<file path="src/rtl/uart_tx_fifo.sv">
// uart_tx_fifo: buffered UART transmitter, 8 data bits LSB first, optional parity, 1 or 2 stop bits
// Ports: clk_i clock; arstn_i async active-low reset; tx_req_i/tx_data_i/tx_rdy_o byte write handshake;
//        tx_o serial line (idles high); busy_o frame on line or FIFO non-empty; fifo_cnt_o FIFO occupancy.
// Build option: define UART_TX_PARITY_EN to insert a parity bit after the data (PARITY_ODD selects odd).
module uart_tx_fifo #(
  parameter int BAUD_DIV   = 694,
  parameter int STOP_BITS  = 1,
  parameter int FIFO_DEPTH = 4,
  parameter int PARITY_ODD = 0
) (
  input  logic                          clk_i,
  input  logic                          arstn_i,
  input  logic                          tx_req_i,
  input  logic [7:0]                    tx_data_i,
  output logic                          tx_rdy_o,
  output logic                          tx_o,
  output logic                          busy_o,
  output logic [$clog2(FIFO_DEPTH):0]   fifo_cnt_o
);
  localparam int AW = $clog2(FIFO_DEPTH);
  localparam int CW = AW + 1;
  localparam logic [2:0] IDLE   = 3'd0;
  localparam logic [2:0] START  = 3'd1;
  localparam logic [2:0] DATA   = 3'd2;
`ifdef UART_TX_PARITY_EN
  localparam logic [2:0] PARITY = 3'd3;
`endif
  localparam logic [2:0] STOP   = 3'd4;
  logic [2:0]    state_q, state_d;
  logic [15:0]   baud_q, baud_d;
  logic [2:0]    bit_q, bit_d;
  logic [7:0]    shreg_q, shreg_d;
  logic          tx_q, tx_d;
  logic          pend_q, pend_d;
  logic [7:0]    mem_q [FIFO_DEPTH];
  logic [7:0]    mem_d [FIFO_DEPTH];
  logic [AW-1:0] wr_ptr_q, wr_ptr_d, rd_ptr_q, rd_ptr_d;
  logic [CW-1:0] cnt_q, cnt_d;
  logic [7:0]    head;
  logic          push, pop, bit_end;
`ifdef UART_TX_PARITY_EN
  logic          par_q, par_d;
`endif
  assign head       = mem_q[rd_ptr_q];
  assign tx_rdy_o   = cnt_q != CW'(FIFO_DEPTH);
  assign push       = tx_req_i && tx_rdy_o;
  assign bit_end    = baud_q == 16'(BAUD_DIV - 1);
  assign tx_o       = tx_q;
  assign busy_o     = (state_q != IDLE) || (cnt_q != '0);
  assign fifo_cnt_o = cnt_q;
  // pend_q delays the IDLE start decision by one clock so a byte written into
  // an empty FIFO at edge E starts its frame at edge E+2
  assign pend_d = cnt_q != '0;
  always_comb begin
    state_d = state_q;
    baud_d  = (state_q == IDLE || bit_end) ? '0 : baud_q + 16'd1;
    bit_d   = bit_q;
    shreg_d = shreg_q;
    tx_d    = tx_q;
    pop     = 1'b0;
    if (state_q == IDLE) begin
      if (pend_q) begin
        pop     = 1'b1;
        tx_d    = 1'b0;
        state_d = START;
      end
    end else if (bit_end) begin
      if (state_q == START) begin
        tx_d    = shreg_q[0];
        bit_d   = '0;
        state_d = DATA;
      end else if (state_q == DATA) begin
        shreg_d = shreg_q >> 1;
        bit_d   = bit_q + 3'd1;
        if (bit_q == 3'd7) begin
`ifdef UART_TX_PARITY_EN
          tx_d    = par_q;
          state_d = PARITY;
`else
          tx_d    = 1'b1;
          state_d = STOP;
`endif
        end else begin
          tx_d = shreg_q[1];
        end
`ifdef UART_TX_PARITY_EN
      end else if (state_q == PARITY) begin
        tx_d    = 1'b1;
        bit_d   = '0;
        state_d = STOP;
`endif
      end else begin
        bit_d = bit_q + 3'd1;
        if (bit_q == 3'(STOP_BITS - 1)) begin
          bit_d   = '0;
          pop     = cnt_q != '0;
          tx_d    = !pop;
          state_d = pop ? START : IDLE;
        end
      end
    end
    if (pop) shreg_d = head;
  end
`ifdef UART_TX_PARITY_EN
  assign par_d = pop ? ((PARITY_ODD != 0) ? ~^head : ^head) : par_q;
`endif
  always_comb begin
    mem_d = mem_q;
    if (push) mem_d[wr_ptr_q] = tx_data_i;
    wr_ptr_d = wr_ptr_q + AW'(push);
    rd_ptr_d = rd_ptr_q + AW'(pop);
    cnt_d    = cnt_q + CW'(push) - CW'(pop);
  end
  always_ff @(posedge clk_i or negedge arstn_i) begin
    if (!arstn_i) begin
      state_q  <= IDLE;
      baud_q   <= '0;
      bit_q    <= '0;
      shreg_q  <= '0;
      tx_q     <= 1'b1;
      pend_q   <= 1'b0;
      mem_q    <= '{default: '0};
      wr_ptr_q <= '0;
      rd_ptr_q <= '0;
      cnt_q    <= '0;
`ifdef UART_TX_PARITY_EN
      par_q    <= 1'b0;
`endif
    end else begin
      state_q  <= state_d;
      baud_q   <= baud_d;
      bit_q    <= bit_d;
      shreg_q  <= shreg_d;
      tx_q     <= tx_d;
      pend_q   <= pend_d;
      mem_q    <= mem_d;
      wr_ptr_q <= wr_ptr_d;
      rd_ptr_q <= rd_ptr_d;
      cnt_q    <= cnt_d;
`ifdef UART_TX_PARITY_EN
      par_q    <= par_d;
`endif
    end
  end
endmodule

</file>
<file path="config.mk">
export PLATFORM = sky130hd
export DESIGN_NAME = uart_tx_fifo
export DESIGN_NICKNAME = d
export VERILOG_FILES = /design/src/rtl/uart_tx_fifo.sv
export SDC_FILE = /design/constraint.sdc
export NUM_CORES = 1
export LEC_CHECK = 0
export ABC_AREA = 0
export BUFFER_PORTS_ARGS = -buffer_cell sky130_fd_sc_hd__buf_2
export CAP_MARGIN = 20
export CORE_ASPECT_RATIO = 0.8
export CORE_MARGIN = 8
export CORE_UTILIZATION = 55
export DETAILED_ROUTE_END_ITERATION = 7
export PLACE_DENSITY_LB_ADDON = 0.08
export SLEW_MARGIN = 40
export SYNTH_ARGS = -nofsm -noshare
export SYNTH_HDL_FRONTEND = slang
export SYNTH_SLANG_ARGS = --single-unit
export TNS_END_PERCENT = 1
</file>
<file path="constraint.sdc">
create_clock -name clk_i -period 2.7 [get_ports clk_i]
set_clock_uncertainty 0.1 [all_clocks]
set_input_delay 0.27 -clock clk_i [delete_from_list [all_inputs] [get_ports clk_i]]
set_output_delay 0.27 -clock clk_i [all_outputs]
set_load 0.02 [all_outputs]
</file>
==> flow_summary.ini <==
[grt]
grt_usage_pct = 15.9
grt_pass1_wl_um = 10800
grt_pass1_vias = 2186
grt_max_degree = 51
antenna_found_initial = 0
grt_overflow_total = 0

[placement]
dp_cells = 371
placed_cell_area_mm2 = 0.00366
numPortBuffers = 16
pre_cts_ws_ns = -0.0589
routabilityCongestion = 0.794
dpl.hpwl_um = 4340

[die]
start_util_pct = 56.9
num_io_pins = 17
num_rows = 25
die_w_um = 103
die_h_um = 85.9
dieArea_mm2 = 0.00889
core_mm2 = 0.00591

[route]
drc = 0
firstDrtPassIters = 4
wire_per_inst_um = 16.4
via_per_inst = 5.52
drt_iter0_markers = 76
ant_nets = 0
vias = 2151
wl_um = 6410

[worst_hold_path]
hp-class = input pin to flop
hold_start = tx_data_i[3]
holdPathEnd = mem_q[19]$_DFFE_PN0P_
hold_depth = 2

[worst_setup_path]
cp.arrival_ns = 2.77
ff2ff_setup_slack_ns = 0.05
crit_buf_inv = 3
timing.rr.end = fifo_cnt_o[2]$_DFF_PN0_
required_ns = 2.82
rr_worst_depth = 13
crit_type = flop to flop
worst_setup_path_end_kind = flop
start_kind = flop
cpMostUsedCell = inv_1
crit_slowest_cell = dfrtp_1
cpPeakStageDelay_ns = 0.38
path_max_fanout = 2
path_cells = inv_1 -> ha_2 -> nor4b_4 -> nand4_1 -> o21a_2 -> nor2_4 -> ha_4 -> inv_1 -> ha_1 -> inv_2 -> fa_2 -> xnor2_2 -> xnor2_1
crit_family = adder cells
r2r-start = baud_q[1]$_DFF_PN0_

[synth]
ys_seq_elements = 71
synth_top_area_cell = dfrtp_1
netlist_instances = 264
synth_edf_count = 0
ys_warn_count = 0
synth_compound_area_share_pct = 8.37
yosysMostFrequentCell = dfrtp_1
synth_adder_area_share_pct = 3.94
synthSimpleGateAreaFrac_pct = 11.6
yosys-top-cells-count = dfrtp_1, mux2_2, nor2_1
synth_seq_area_share_pct = 52.9
synth_top_family_by_area = multiplexers
yosys.area_share.xor_xnor_pct = 4.17
synth.avg_cell_area_um2 = 12.7
synth_cell_types = 49
syn_area_mm2 = 0.00336
synthesis.nets = 285
synthTopCellsByArea = dfrtp_1, mux2_2, mux4_2
yosysTopAreaCellShare_pct = 52.1
synthArstFlopShare_pct = 100
muxShareOfSynthArea_pct = 16.5
synthFlopType = dfrtp_1

[sta]
finalMaxSlewViolations = 0
postLayoutSetupSlackWorst_ns = 0.0490
period_share_pct = 98.2
worstMarginPinSlew_ns = 0.569
slew_headroom_pct = 62.0
rsz0062_at_grt = yes
fmax_mhz = 377
setup-tns-final_ns = 0
setup_viol = 0
layout_min_cycle_time_ns = 2.65
hold_violations = 0

[final_layout]
drive_gt1_share_pct = 38.5
area_delta_synth_final_pct = 17.9
fillers = 434
instances_no_fill = 390
final_area_mm2 = 0.00396
n_antenna_cell = 0
nNetsFinal = 325

[clock_tree]
cts-buffers-inserted = 9
clockBufferDepth = 2
clkLatencyLatePin_ns = 0.34
cts_root_buffer = clkbuf_8
cts_tree = yes
htreeDepth = 3
path_clk_slew_ns = 0.08
cts.sinks = 71

[power]
p_leak_nw = 1.75
p_int_w = 0.00313
p_switching_w = 0.00161
seqPwrFrac_pct = 38.7
power_frac_comb_pct = 41.5
switching_share_pct = 33.9
power.share.clock_pct = 19.8
ir_worst_vdd_mv = 0.712
powerDensity_mw_per_mm2 = 1190
power.total_w = 0.00473

[flow_run]
drv_cap = 0

[run_status]
outcome = finished clean
logic make-up (layout without fill, tap and decap cells):
kind of cell               Yosys count  after routing
buffers and inverters               19             64
xor gates and xnor gates            16             16
DFF                                 71             71
adders and majority gates           10             10
and+or+nand+nor                     68             68
muxes                               41             41
AOI/OAI and AO/OA                   39             39
power by group through the flow:
| stage | clock, W | combinational [W] | sequential, W |
|---|---|---|---|
| finish | 0.000939 | 0.00196 | 0.00183 |
| global route | 0.000997 | 0.00215 | 0.00189 |
| CTS | 0.000957 | 0.00190 | 0.00183 |
| detailed placement | 0 | 0.00187 | 0.00185 |
| global placement | 0 | 0.00183 | 0.00183 |
| floorplan | 0 | 0.00143 | 0.00175 |
how the worst max path moves through the flow:
stage	startpoint	endpoint	slack (ns)	cells after the start
floorplan	fifo_cnt_o[1]$_DFF_PN0_	fifo_cnt_o[2]$_DFF_PN0_	0.01	11
global placement	baud_q[1]$_DFF_PN0_	fifo_cnt_o[2]$_DFF_PN0_	0.008	13
detailed placement	baud_q[1]$_DFF_PN0_	fifo_cnt_o[2]$_DFF_PN0_	-0.06	13
CTS	baud_q[3]$_DFF_PN0_	fifo_cnt_o[2]$_DFF_PN0_	0.04	11
global route	baud_q[1]$_DFF_PN0_	fifo_cnt_o[2]$_DFF_PN0_	-0.06	13
finish	baud_q[1]$_DFF_PN0_	fifo_cnt_o[2]$_DFF_PN0_	0.05	13
state kept, by name, summed over array words and instances (netlist names):
register,count
mem_q,32
baud_q,16
shreg_q,8
bit_q,3
fifo_cnt_o,3
state_q,3
rd_ptr_q,2
wr_ptr_q,2
pend_q,1
tx_o,1
metrics by stage:
stage / hold WS (ns) / util, %
3_3_place_gp: 0.176 / 61.9
3_5_place_dp: 0.178 / 61.9
2_1_floorplan: -0.126 / -
5_1_grt: 0.0976 / 67.0
6_report: 0.0985 / 67.0
4_1_cts: 0.0876 / 66.3
area by class of cell:
cell class / count / area (um^2) / area share, %
clock buffer: 11 / 141 / 3.57
clock inverter: 5 / 81.3 / 2.05
inverter: 10 / 38.8 / 0.979
multi-input combinational: 174 / 1560 / 39.4
sequential: 71 / 1780 / 44.9
tap: 81 / 101 / 2.56
timing repair buffer: 38 / 260 / 6.57
layer usage:
| metal | GRT usage [%] | share of wire (%) | up-vias |
|---|---|---|---|
| met5 | 0 | 0 | - |
| met4 | 4.33 | 1.0 | 0 |
| met3 | 5.34 | 4.0 | 9 |
| met2 | 22.6 | 46 | 34 |
| met1 | 22.4 | 49 | 1077 |
| li1 | - | - | 1031 |
cell usage in the layout, fill, tap and decap left out, types with 2 or more instances in the layout:
cell,Yosys,final
bufinv_16,0,2
ha_1,9,7
nand3_1,5,5
and3_1,3,3
dfrtp_2,0,2
nor2_1,20,19
nand4_1,5,5
nor4b_1,3,2
o21ai_0,7,7
clkbuf_8,0,10
mux4_2,8,8
xor2_1,12,12
nand2b_1,2,2
buf_2,3,16
clkinv_2,1,2
buf_4,1,20
nand2_2,2,2
dfrtp_1,70,68
or3_1,2,2
o22ai_1,8,8
and2_1,3,3
inv_1,9,8
a21oi_1,8,8
mux2_2,32,32
a2bb2oi_1,7,7
nand2_1,11,11
xnor2_1,4,3
nor3_2,2,3
repair_timing:
action / CTS / global route
setup buffers: 1 / 1
setup endpoints to repair: 1 / 2
pin swaps: 1 / 2
hold endpoints to repair: 21 / 0
hold buffers: 1 / 0
gates resized for setup: 3 / 7
Note: power is estimated with default switching activity, not from simulation.
